File: config.mk
export PLATFORM = sky130hd
export DESIGN_NAME = pdp8_tty
export DESIGN_NICKNAME = d
export VERILOG_FILES = /design/src/rtl/pdp8_tty.sv
export SDC_FILE = /design/constraint.sdc
export NUM_CORES = 1
export LEC_CHECK = 0
export BUFFER_PORTS_ARGS = -buffer_cell sky130_fd_sc_hd__clkbuf_2
export CAP_MARGIN = 20
export CELL_PAD_IN_SITES_DETAIL_PLACEMENT = 0
export CELL_PAD_IN_SITES_GLOBAL_PLACEMENT = 2
export CORE_MARGIN = 4
export CORE_UTILIZATION = 36
export DETAILED_ROUTE_END_ITERATION = 6
export GPL_TIMING_DRIVEN = 0
export PLACE_DENSITY_LB_ADDON = 0.3
export SYNTH_ARGS = -nofsm -noshare
export SYNTH_HDL_FRONTEND = slang
export SYNTH_SLANG_ARGS = --single-unit
export TNS_END_PERCENT = 20
File: constraint.sdc
create_clock -name clk -period 5.95 [get_ports clk]
set_input_delay 1.4875 -clock clk [delete_from_list [all_inputs] [get_ports clk]]
set_output_delay 1.4875 -clock clk [all_outputs]
set_load 0.01 [all_outputs]
File: src/rtl/pdp8_tty.sv
// pdp8_tty -- KL8E-style console teletype controller for the PDP-8.
// Decodes keyboard (device 03) and printer (device 04) IOTs, raises skip
// and interrupt requests, and runs an 8N1 UART paced by a 16x baud strobe.
// Optional build macro TT_LOOPBACK_EN: when defined, the receiver listens
// to the transmitter output instead of uart_in.
`timescale 1ns/1ps

module pdp8_tty #(
  parameter logic [3:0] EXEC_STATE = 4'd1
) (
  input  logic        clk,
  input  logic        reset,
  input  logic        brgclk,
  input  logic        iot,
  input  logic [3:0]  state,
  input  logic [11:0] mb,
  input  logic [5:0]  io_select,
  input  logic [11:0] io_data_in,
  output logic        io_selected,
  output logic [11:0] io_data_out,
  output logic        io_data_avail,
  output logic        io_interrupt,
  output logic        io_skip,
  input  logic        uart_in,
  output logic        uart_out
);

  localparam logic [1:0] S_IDLE  = 2'd0;
  localparam logic [1:0] S_START = 2'd1;
  localparam logic [1:0] S_DATA  = 2'd2;
  localparam logic [1:0] S_STOP  = 2'd3;

  // Controller state
  logic       kbd_flag, tpr_flag, ie;
  logic [7:0] rx_buf, tx_buf;

  // Transmitter
  logic [1:0] tx_state;
  logic [3:0] tx_cnt;
  logic [2:0] tx_bit;
  logic [7:0] tx_shift;
  logic       tx_pend, tx_out, tx_busy, tx_done;

  // Receiver
  logic [1:0] rx_state;
  logic [3:0] rx_cnt;
  logic [2:0] rx_bit;
  logic [7:0] rx_shift;
  logic       rx_s1, rx_s2, rx_s3, rx_done, rx_line;

  // IOT decode
  logic       kbd_sel, tpr_sel, kie, commit;
  logic       kbd_clr, tpr_clr, tpr_tfl, tpc, ie_wr;
  logic [2:0] iop;

  // Bits of the instruction word and AC that this device never looks at.
  logic unused_bits;
  assign unused_bits = ^{mb[11:3], io_data_in[11:8]};

  assign iop     = mb[2:0];
  assign kbd_sel = iot && (io_select == 6'o03);
  assign tpr_sel = iot && (io_select == 6'o04);
  assign kie     = kbd_sel && (iop == 3'b101);
  assign commit  = (kbd_sel || tpr_sel) && (state == EXEC_STATE);

  // KCC/KRB clear the keyboard flag, as does the bare KCF (6030); KIE does not.
  assign kbd_clr = commit && kbd_sel && !kie && (iop[1] || iop == 3'b000);
  assign tpr_clr = commit && tpr_sel && iop[1];
  assign tpr_tfl = commit && tpr_sel && (iop == 3'b000);
  assign tpc     = commit && tpr_sel && iop[2];
  assign ie_wr   = commit && kie;

`ifdef TT_LOOPBACK_EN
  assign rx_line = tx_out;
`else
  assign rx_line = uart_in;
`endif

  assign tx_busy  = tx_pend || (tx_state != S_IDLE);
  assign tx_done  = brgclk && (tx_state == S_STOP) && (tx_cnt == 4'd15);
  assign uart_out = tx_out;

  // IOT-visible outputs: pure decode of the bus and the flag/buffer registers.
  always_comb begin
    // NOTE: every output gets a default first so no path leaves it unassigned,
    // which would otherwise infer a latch.
    io_selected   = kbd_sel || tpr_sel;
    io_data_out   = 12'o0000;
    io_data_avail = 1'b0;
    io_skip       = 1'b0;
    if (kbd_sel && !kie) begin
      io_skip       = iop[0] && kbd_flag;
      io_data_avail = iop[1] || iop[2];
      if (iop[2]) io_data_out = {4'b0000, rx_buf};
    end else if (tpr_sel) begin
      io_skip = iop[0] && tpr_flag;
    end
  end

  assign io_interrupt = ie && (kbd_flag || tpr_flag);

  // Flags and interrupt enable; a hardware set beats an IOT clear.
  always_ff @(posedge clk) begin
    // NOTE: sequential state uses non-blocking assignments so every register
    // samples the pre-edge values regardless of statement order.
    if (reset) begin
      kbd_flag <= 1'b0;
      tpr_flag <= 1'b0;
      ie       <= 1'b1;
    end else begin
      kbd_flag <= rx_done || (kbd_flag && !kbd_clr);
      tpr_flag <= tx_done || tpr_tfl || (tpr_flag && !tpr_clr);
      if (ie_wr) ie <= io_data_in[0];
    end
  end

  // Transmitter: TPC arms a pending start, the next baud tick drops the line.
  always_ff @(posedge clk) begin
    if (reset) begin
      tx_state <= S_IDLE;
      tx_cnt   <= 4'd0;
      tx_bit   <= 3'd0;
      tx_shift <= 8'h00;
      tx_buf   <= 8'h00;
      tx_pend  <= 1'b0;
      tx_out   <= 1'b1;
    end else begin
      if (tpc && !tx_busy) begin
        tx_buf  <= io_data_in[7:0];
        tx_pend <= 1'b1;
      end
      if (brgclk) begin
        case (tx_state)
          S_IDLE: begin
            if (tx_pend) begin
              tx_state <= S_START;
              tx_out   <= 1'b0;
              tx_cnt   <= 4'd0;
              tx_shift <= tx_buf;
              tx_pend  <= 1'b0;
            end
          end
          S_START: begin
            tx_cnt <= tx_cnt + 4'd1;
            if (tx_cnt == 4'd15) begin
              tx_state <= S_DATA;
              tx_out   <= tx_shift[0];
              tx_bit   <= 3'd0;
            end
          end
          S_DATA: begin
            tx_cnt <= tx_cnt + 4'd1;
            if (tx_cnt == 4'd15) begin
              if (tx_bit == 3'd7) begin
                tx_state <= S_STOP;
                tx_out   <= 1'b1;
              end else begin
                tx_bit   <= tx_bit + 3'd1;
                tx_shift <= {1'b0, tx_shift[7:1]};
                tx_out   <= tx_shift[1];
              end
            end
          end
          default: begin
            tx_cnt <= tx_cnt + 4'd1;
            if (tx_cnt == 4'd15) tx_state <= S_IDLE;
          end
        endcase
      end
    end
  end

  // Receiver: synchronize, detect the start edge, then sample mid-bit.
  always_ff @(posedge clk) begin
    if (reset) begin
      rx_s1    <= 1'b1;
      rx_s2    <= 1'b1;
      rx_s3    <= 1'b1;
      rx_state <= S_IDLE;
      rx_cnt   <= 4'd0;
      rx_bit   <= 3'd0;
      rx_shift <= 8'h00;
      rx_buf   <= 8'h00;
      rx_done  <= 1'b0;
    end else begin
      rx_s1   <= rx_line;
      rx_s2   <= rx_s1;
      rx_s3   <= rx_s2;
      rx_done <= 1'b0;
      case (rx_state)
        S_IDLE: begin
          if (rx_s3 && !rx_s2) begin
            rx_state <= S_START;
            rx_cnt   <= 4'd0;
          end
        end
        S_START: begin
          if (brgclk) begin
            rx_cnt <= rx_cnt + 4'd1;
            if (rx_cnt == 4'd7) begin
              rx_cnt   <= 4'd0;
              rx_bit   <= 3'd0;
              rx_state <= rx_s2 ? S_IDLE : S_DATA;
            end
          end
        end
        S_DATA: begin
          if (brgclk) begin
            rx_cnt <= rx_cnt + 4'd1;
            if (rx_cnt == 4'd15) begin
              rx_shift <= {rx_s2, rx_shift[7:1]};
              rx_bit   <= rx_bit + 3'd1;
              if (rx_bit == 3'd7) rx_state <= S_STOP;
            end
          end
        end
        default: begin
          if (brgclk) begin
            rx_cnt <= rx_cnt + 4'd1;
            if (rx_cnt == 4'd15) begin
              rx_state <= S_IDLE;
              // A bad stop bit discards the character and leaves the flag alone.
              if (rx_s2) begin
                rx_buf  <= rx_shift;
                rx_done <= 1'b1;
              end
            end
          end
        end
      endcase
    end
  end

endmodule

=== Yosys cells after proc, flatten, opt, wreduce, memory -nomap -nowiden ===
Cells that the tools add are included.

* Add/sub/neg operators: 4
* Equality and inequality tests: 25
* Mux-type cells: 51
* Bitwise gates (word level): 3
* Reductions and logical operators: 58

{| class="wikitable"
|+ Operator list
! cell !! count
|-
| $mux 8 || 5
|-
| $mux 2 || 14
|-
| $mux 4 || 6
|-
| $logic_and 1x1->1 || 22
|-
| $ne 2x2->1 const B || 11
|-
| $mux 3 || 7
|-
| $reduce_and 5->1 || 4
|-
| $pmux 8 s2 || 1
|-
| $mux 1 || 12
|-
| $pmux 2 s3 || 2
|-
| $pmux 3 s2 || 2
|-
| $reduce_bool 2->1 || 6
|-
| $eq 3x3->1 const B || 3
|-
| $add 4x1->4 const B || 2
|-
| $eq 4x4->1 const B || 2
|-
| $logic_or 1x1->1 || 8
|-
| $pmux 4 s2 || 1
|-
| $reduce_and 8->1 || 1
|-
| $add 3x1->3 const B || 2
|-
| $eq 2x2->1 const B || 3
|-
| $eq 6x2->1 const B || 1
|-
| $eq 6x3->1 const B || 1
|-
| $reduce_and 3->1 || 2
|-
| $reduce_and 6->1 || 1
|-
| 13 further kinds || 22
|}

* Register bits: 59
* Output and inout bits: 17

=== Logic depth before layout (Yosys ltp) ===
Gate-level depths: netlist of run 1.

* Depth in word-level cells: 11
* Gate-level depth with buffers: 9
* Depth with buffers taken out: 6

=== Least setup slack after synthesis of run 1 ===
No wires, ideal clock.

* Path type: input to output
* From: input port io_select[3]
* To: output port io_data_out[0]
* Data arrival time: 2.732 ns
* Data required time: 4.463 ns
* Path slack: 1.730 ns
* Cell stages on the path: 4
* Path through: or4b_1 clkbuf_2 nor3_1 and2_1

* Cells in the longest elaborated chain, start to end: 6

{| class="wikitable"
|+ Ends and longest elaborated chain
! item !! RTL line !! text
|-
| from (decl) || 17 || <nowiki>input logic [5:0] io_select,</nowiki>
|-
| $eq 6x2->1 * || 61 || <nowiki>assign kbd_sel = iot && (io_select == 6'o03);</nowiki>
|-
| $logic_and 1x1->1 * || 61 ||
|-
| $logic_and 1x1->1 || 63 || <nowiki>assign kie = kbd_sel && (iop == 3'b101);</nowiki>
|-
| $logic_not 1->1 || 91 || <nowiki>if (kbd_sel && !kie) begin</nowiki>
|-
| $logic_and 1x1->1 * || 91 ||
|-
| $mux 8 * || 91 ||
|-
| to (decl) || 20 || <nowiki>output logic [11:0] io_data_out,</nowiki>
|}

Every way passes the cells marked *; elsewhere a longest branch is shown, timed or not.

=== Worst setup path after layout of run 1 ===
* From: input port io_select[3]
* To: output port io_data_out[4]

Same word-level chain as after synthesis.

==> results of run 1 <==
power groups by stage:
stage / Combinational (W) / Sequential (W) / Clock [W]
after global placement: 0.0000382 / 0.000408 / 0
after CTS: 0.0000383 / 0.000399 / 0.000395
after detailed placement: 0.0000380 / 0.000408 / 0
final: 0.0000383 / 0.000399 / 0.000383
after floorplan: 0.0000214 / 0.000407 / 0
after global routing: 0.0000428 / 0.000399 / 0.000414
layer usage:
layer  track usage [%]  up-vias
li1                  -     1202
met2             21.34       53
met5                 0        -
met1             18.37     1092
met4             4.320        0
met3             4.831        7
worst min-delay path by stage:
stage / start / end / slack [ns] / cells past startpoint
2_1_floorplan: rx_s1 / rx_s2 / 0.39 / 1
3_3_place_gp: rx_s1 / rx_s2 / 0.39 / 1
3_5_place_dp: rx_s1 / rx_s2 / 0.39 / 1
6_report: rx_s1 / rx_s2 / 0.41 / 1
5_1_grt: rx_s1 / rx_s2 / 0.43 / 1
4_1_cts: rx_s1 / rx_s2 / 0.41 / 1
worst max-delay path, stage by stage:
cell	delay [ns]
sky130_fd_sc_hd__clkbuf_2	0.08
sky130_fd_sc_hd__or4b_1	0.51
sky130_fd_sc_hd__clkbuf_2	0.17
sky130_fd_sc_hd__nor3_1	0.75
sky130_fd_sc_hd__and2_1	0.23
sky130_fd_sc_hd__clkbuf_2	0.13
synth_stat cells (4+ instances only):
library cell	count	area, µm²
sky130_fd_sc_hd__ha_1	11	137.6
sky130_fd_sc_hd__nor2b_1	4	25.02
sky130_fd_sc_hd__mux2i_1	39	390.4
sky130_fd_sc_hd__dfxtp_1	59	1181
sky130_fd_sc_hd__inv_1	7	26.28
sky130_fd_sc_hd__a22oi_1	4	30.03
sky130_fd_sc_hd__nand2_1	10	37.54
sky130_fd_sc_hd__o21ai_0	5	25.02
sky130_fd_sc_hd__nor3b_1	5	37.54
sky130_fd_sc_hd__nor2_1	46	172.7
sky130_fd_sc_hd__nand3_1	4	20.02
sky130_fd_sc_hd__and2_1	13	81.33
sky130_fd_sc_hd__buf_4	4	30.03
sky130_fd_sc_hd__a311oi_1	7	61.31
sky130_fd_sc_hd__a21oi_1	18	90.09
sky130_fd_sc_hd__clkbuf_1	14	52.55
sky130_fd_sc_hd__nor3_1	6	30.03
cell type report:
cell class | instances | area [µm²] | area share, %
Sequential cell | 59 | 1181 | 34.95
Multi-Input combinational cell | 224 | 1539 | 45.54
Buffer | 21 | 102.6 | 3.036
Clock buffer | 12 | 165.2 | 4.887
Timing Repair Buffer | 38 | 190.2 | 5.628
Tap cell | 102 | 127.6 | 3.776
Clock inverter | 4 | 47.55 | 1.407
Inverter | 7 | 26.28 | 0.7775
cell usage in the layout, fill, tap and decap left out, types with 3 or more instances in the layout:
cell type,instances
sky130_fd_sc_hd__clkbuf_1,14
sky130_fd_sc_hd__buf_4,4
sky130_fd_sc_hd__nor3b_1,5
sky130_fd_sc_hd__a311oi_1,7
sky130_fd_sc_hd__ha_1,11
sky130_fd_sc_hd__nor3_1,6
sky130_fd_sc_hd__a22oi_1,4
sky130_fd_sc_hd__and2_1,13
sky130_fd_sc_hd__a21oi_1,18
sky130_fd_sc_hd__nand4_1,3
sky130_fd_sc_hd__clkbuf_8,12
sky130_fd_sc_hd__or2_2,3
sky130_fd_sc_hd__inv_1,7
sky130_fd_sc_hd__nor2b_1,4
sky130_fd_sc_hd__o21ai_0,5
sky130_fd_sc_hd__and3_1,3
sky130_fd_sc_hd__conb_1,4
sky130_fd_sc_hd__dfxtp_1,59
sky130_fd_sc_hd__nor2_1,46
sky130_fd_sc_hd__nand2_1,10
sky130_fd_sc_hd__clkbuf_2,39
sky130_fd_sc_hd__nor4b_1,3
sky130_fd_sc_hd__nand3_1,4
sky130_fd_sc_hd__and3b_1,3
sky130_fd_sc_hd__mux2i_1,39
metrics by stage:
step	hold WS [ns]	total power [W]
finish	0.4066	0.0008200
global route	0.4264	0.0008557
CTS	0.4076	0.0008320
detailed placement	0.3923	0.0004456
global placement	0.3914	0.0004458
floorplan	0.3895	0.0004286
flip-flops by register name, indices dropped and copies added (netlist names), 3 cells and up:
register	flops
rx_cnt	4
rx_shift	8
tx_cnt	4
tx_bit	3
rx_bit	3
rx_buf	8
tx_shift	8
tx_buf	8
logic make-up (layout without fill, tap and decap cells):
kind of cell    count (synthesis)  in the layout  share of synthesized area [%]
fa+ha+maj                      11             11                          4.850
buf+inv                        28             82                          4.541
simple gates                  115            115                          21.74
compound gates                 52             52                          12.35
mux                            40             40                          14.15
flops                          59             59                          41.62
xor+xnor                        2              2                         0.6174
other cells                     1              4                         0.1321
==> results.yml, run 1 <==
place:
  post-dp-hpwl_um: 4551
  dp_worst_slack_ns: 1.009
  placed_cells_incl_taps: 451
  io_buffers: 38
  instance_area_after_placement_um2: 3167
  gp_congestion: 0.7574
pwr:
  ir_worst_vdd_uv: 205.1
  leakage_power_nw: 1.379
  power.share.switching_pct: 22.04
  power_switching_w: 0.0001807
  power_frac_clock_pct: 46.7
  power.internal_w: 0.0006393
  power_density_nw_per_um2: 242.6
  comb_power_share_pct: 4.7
  sequentialPowerShare_pct: 48.6
floorplan:
  num_rows: 32
  die_width_um: 96.79
  die_h_um: 96.79
  die_area_um2: 9367
  boundaryPins: 56
  floorplan.initialDensity_pct: 36.91
  core_um2: 7687
sta:
  finalSetupTns_ns: 0
  postLayoutSetupSlackWorst_ns: 1.085
  worst-slew-pin-transition_ns: 0.9340
  achievable-frequency_mhz: 205.5
  setup_repair_after_global_routing_missed_its_margin: "no"
  post-route-period-util_pct: 81.77
  finalHoldViolations: 0
  timing.final.max_slew_violations: 0
  period_needed_ns: 4.865
  setup_violations: 0
  worst_relative_slew_slack_pct: 37.51
  worst_clock_skew_on_the_final_layout_ns: 0.005017
global_routing:
  grt_first_pass_wirelength_um: 10820
  grt_pass1_vias: 2256
  gr-total-overflow: 0
  global_route.usage.total_pct: 13.91
  antenna_found_initial: 0
  grt_start_max_net_pins: 11
clock_tree:
  holdBufCountCts: 0
  number_of_resized_instances_in_the_post_cts_repair_step: 0
  clockRootBuffer: "sky130_fd_sc_hd__clkbuf_8"
  number_of_buffers_between_clock_root_and_the_deepest_sink: 2
  cts_max_level: 3
  cts_setup_buffers: 0
  cts_tree: "built"
  worst_setup_hold_path_clk_slew_ns: 0.06
  worstSkewPairLatency_ns: 0.33
  numCtsBuffers: 9
  tritoncts_num_sinks: 59
detailed_routing:
  wl_per_cell_um: 13.54
  post_detailed_route_via_to_cell_ratio: 5.041
  drt-total-wl_um: 6323
  first_pass_iteration_count_of_the_detailed_router: 6
  route.vias.total: 2354
  routed-wl-met3_um: 297
  routed.top_layer: "met4"
  drt_drc_violations_left: 0
  route.antenna.remaining_nets: 0
  routed-wl-met2_um: 2718
  iteration_0_drc_markers: 102
  wl_met1_um: 3240
yosys:
  ys.warnings.count: 0
  post_synth_num_cell_types: 51
  synth.ff_latch_count: 59
  synth-main-ff-cell: "sky130_fd_sc_hd__dfxtp_1"
  async_s_r_ff_share_synth_pct: 0
  synthCells: 308
  synth_edf_count: 0
  netlist_area_um2: 2838
  synth_area_per_cell_um2: 9.213
  seq_area_frac_synth_pct: 41.62
worst_setup_path:
  worst-setup-path-type: "input pin to output pin"
  timing.critical_path.arrival_ns: 3.38
  start_kind: "input pin"
  regToRegEndpoint: "tx_shift[6]"
  crit_path_end: "io_data_out[4]"
  worstSetupStartpoint: "io_select[3]"
  endpoint_kind: "output pin"
  worst_r2r_path_depth: 9
  critical_path.max_fanout: 8
  required_arrival_time_at_the_worst_endpoint_ns: 4.46
  rr_startpoint: "tx_state[0]"
  regToRegSetupSlack_ns: 3.52
finish:
  antennaDiodeCount: 0
  finish.utilization_pct: 43.96
  n_fill_cell: 794
  nets: 410
  postLayoutCellArea_um2: 3379
  area_growth_syn_to_layout_pct: 19.09
  final_cell_count_no_fill: 467
  drive_above_1_share_pct: 18.90
hold_path:
  hold_path_class: "flip-flop to flip-flop"
flow_run:
  max_cap_violations: 0
outcome:
  outcome: "finished clean"
Note: power is estimated with default switching activity, not from simulation.
==> run 2: changes to the inputs <==
CORE_UTILIZATION = 33   (was 36)
clock period = 4.6 ns   (was 5.95 ns; I/O delays follow)
==> run 2 against run 1 <==
Compared with the run above: sequential share of layout area up 0.31 points; sequential cell count unchanged; worst hold slack better by 0.011 ns; clock skew up 0.0049 ns; register-to-register slack worse by 1.3 ns; sequential power up 29%; total power up 21%; non-clock buffer count unchanged; die area up 8.3%; critical path depth unchanged; cell area down 0.89%; utilization down 3.6 points; largest cell class unchanged; largest power group unchanged.
==> results.yml, run 2 (same netlist as run 1, synthesis figures left out) <==
outcome:
  outcome: "finished clean"
sta:
  setup_violations: 0
  worst-slew-pin-transition_ns: 0.9267
  finalSetupTns_ns: 0
  timing.final.max_slew_violations: 0
  achievable-frequency_mhz: 238.4
  finalHoldViolations: 0
  period_needed_ns: 4.195
  post-route-period-util_pct: 91.19
  worst_clock_skew_on_the_final_layout_ns: 0.009909
  worst_relative_slew_slack_pct: 37.74
  setup_repair_after_global_routing_missed_its_margin: "no"
detailed_routing:
  wl_per_cell_um: 13.82
  first_pass_iteration_count_of_the_detailed_router: 4
  drt_drc_violations_left: 0
  drt-total-wl_um: 6494
  iteration_0_drc_markers: 66
  route.vias.total: 2357
  post_detailed_route_via_to_cell_ratio: 5.015
  route.antenna.remaining_nets: 0
floorplan:
  boundaryPins: 56
  floorplan.initialDensity_pct: 34.19
  die_h_um: 100.7
  num_rows: 33
  die_area_um2: 10150
  core_um2: 8299
  die_width_um: 100.7
clock_tree:
  cts_setup_buffers: 0
  number_of_buffers_between_clock_root_and_the_deepest_sink: 2
  cts_tree: "built"
  numCtsBuffers: 9
  worst_setup_hold_path_clk_slew_ns: 0.06
  clockRootBuffer: "sky130_fd_sc_hd__clkbuf_8"
  tritoncts_num_sinks: 59
  number_of_resized_instances_in_the_post_cts_repair_step: 0
  worstSkewPairLatency_ns: 0.34
  cts_max_level: 3
  holdBufCountCts: 0
place:
  io_buffers: 38
  gp_congestion: 0.7292
  post-dp-hpwl_um: 4744
finish:
  nets: 410
  finish.utilization_pct: 40.36
  drive_above_1_share_pct: 18.90
  mostFrequentLayoutCell: "sky130_fd_sc_hd__dfxtp_1"
  area_growth_syn_to_layout_pct: 18.03
  layout.cells.most_common_list: "sky130_fd_sc_hd__dfxtp_1 (59), sky130_fd_sc_hd__nor2_1 (46), sky130_fd_sc_hd__clkbuf_2 (39), sky130_fd_sc_hd__mux2i_1 (39), sky130_fd_sc_hd__a21oi_1 (18)"
  antennaDiodeCount: 0
worst_setup_path:
  worst-setup-path-type: "input pin to output pin"
  timing.critical_path.arrival_ns: 3.04
  critical_path.max_fanout: 8
  required_arrival_time_at_the_worst_endpoint_ns: 3.45
  start_kind: "input pin"
  endpoint_kind: "output pin"
global_routing:
  grt_start_max_net_pins: 12
  grt_pass1_vias: 2314
  grt_first_pass_wirelength_um: 10940
  antenna_found_initial: 0
  global_route.usage.total_pct: 13.62
  gr-total-overflow: 0
pwr:
  power_density_nw_per_um2: 295.2
  sequentialPowerShare_pct: 52.2
  comb_power_share_pct: 5.0
  power_switching_w: 0.0002459
  power_frac_clock_pct: 42.8
  ir_worst_vdd_uv: 128.8
  power.share.switching_pct: 24.88
  power.internal_w: 0.0007426
  leakage_power_nw: 1.355
flow_run:
  max_cap_violations: 0
hold_path:
  hold_path_class: "flip-flop to flip-flop"
## run 2: path summary, 6_finish.rpt
kind / start / endpoint / slack (ns) / cells past startpoint
worst max-delay path: io_select[3] / io_data_out[2] / 0.41 / 6
worst min-delay path: rx_s1 / rx_s2 / 0.42 / 1
worst max register to register: tx_state[0] / tx_shift[5] / 2.18 / 9
worst min register to register: rx_s1 / rx_s2 / 0.42 / 1
## run 2: layout make-up
type                    instances  area [µm²]
flip-flops and latches         59        1181
inverters                       7       26.28
multi-input cells             224        1539
well taps                     105       131.4
clock inverters                 6       41.29
plain buffers                  21       102.6
fillers                       869        4950
repair buffers                 38       190.2
clock buffers                  10       137.6
## run 2: power by group through the flow
stage / logic, W / clock network (W) / registers (W)
2_1_floorplan: 0.0000276 / 0 / 0.000527
3_3_place_gp: 0.0000496 / 0 / 0.000527
3_5_place_dp: 0.0000500 / 0 / 0.000527
4_1_cts: 0.0000504 / 0.000442 / 0.000515
5_1_grt: 0.0000560 / 0.000464 / 0.000516
6_report: 0.0000496 / 0.000423 / 0.000516
## run 2: layer usage
layer  GRT usage (%)  wire length, µm
met2           21.52             2857
met4           5.907              108
met5               0                0
met3           3.668              366
met1           17.40             3161
## run 2: metrics by stage
step	power, W	worst slack, ns	std cells	instance area [µm²]	hold WS [ns]
floorplan	0.0005544	1.055	311	2849	0.3895
global placement	0.0005770	0.3314	454	3171	0.4005
detailed placement	0.0005773	0.2971	454	3171	0.4030
CTS	0.001008	0.2882	470	3349	0.4236
global route	0.001036	0.1850	470	3349	0.4262
finish	0.0009886	0.4054	470	3349	0.4176
## run 2: worst max-delay path, stage by stage
cell                       delay (ns)
sky130_fd_sc_hd__clkbuf_2        0.09
sky130_fd_sc_hd__or4b_1          0.51
sky130_fd_sc_hd__clkbuf_2        0.17
sky130_fd_sc_hd__nor3_1          0.76
sky130_fd_sc_hd__and2_1          0.23
sky130_fd_sc_hd__clkbuf_2        0.13
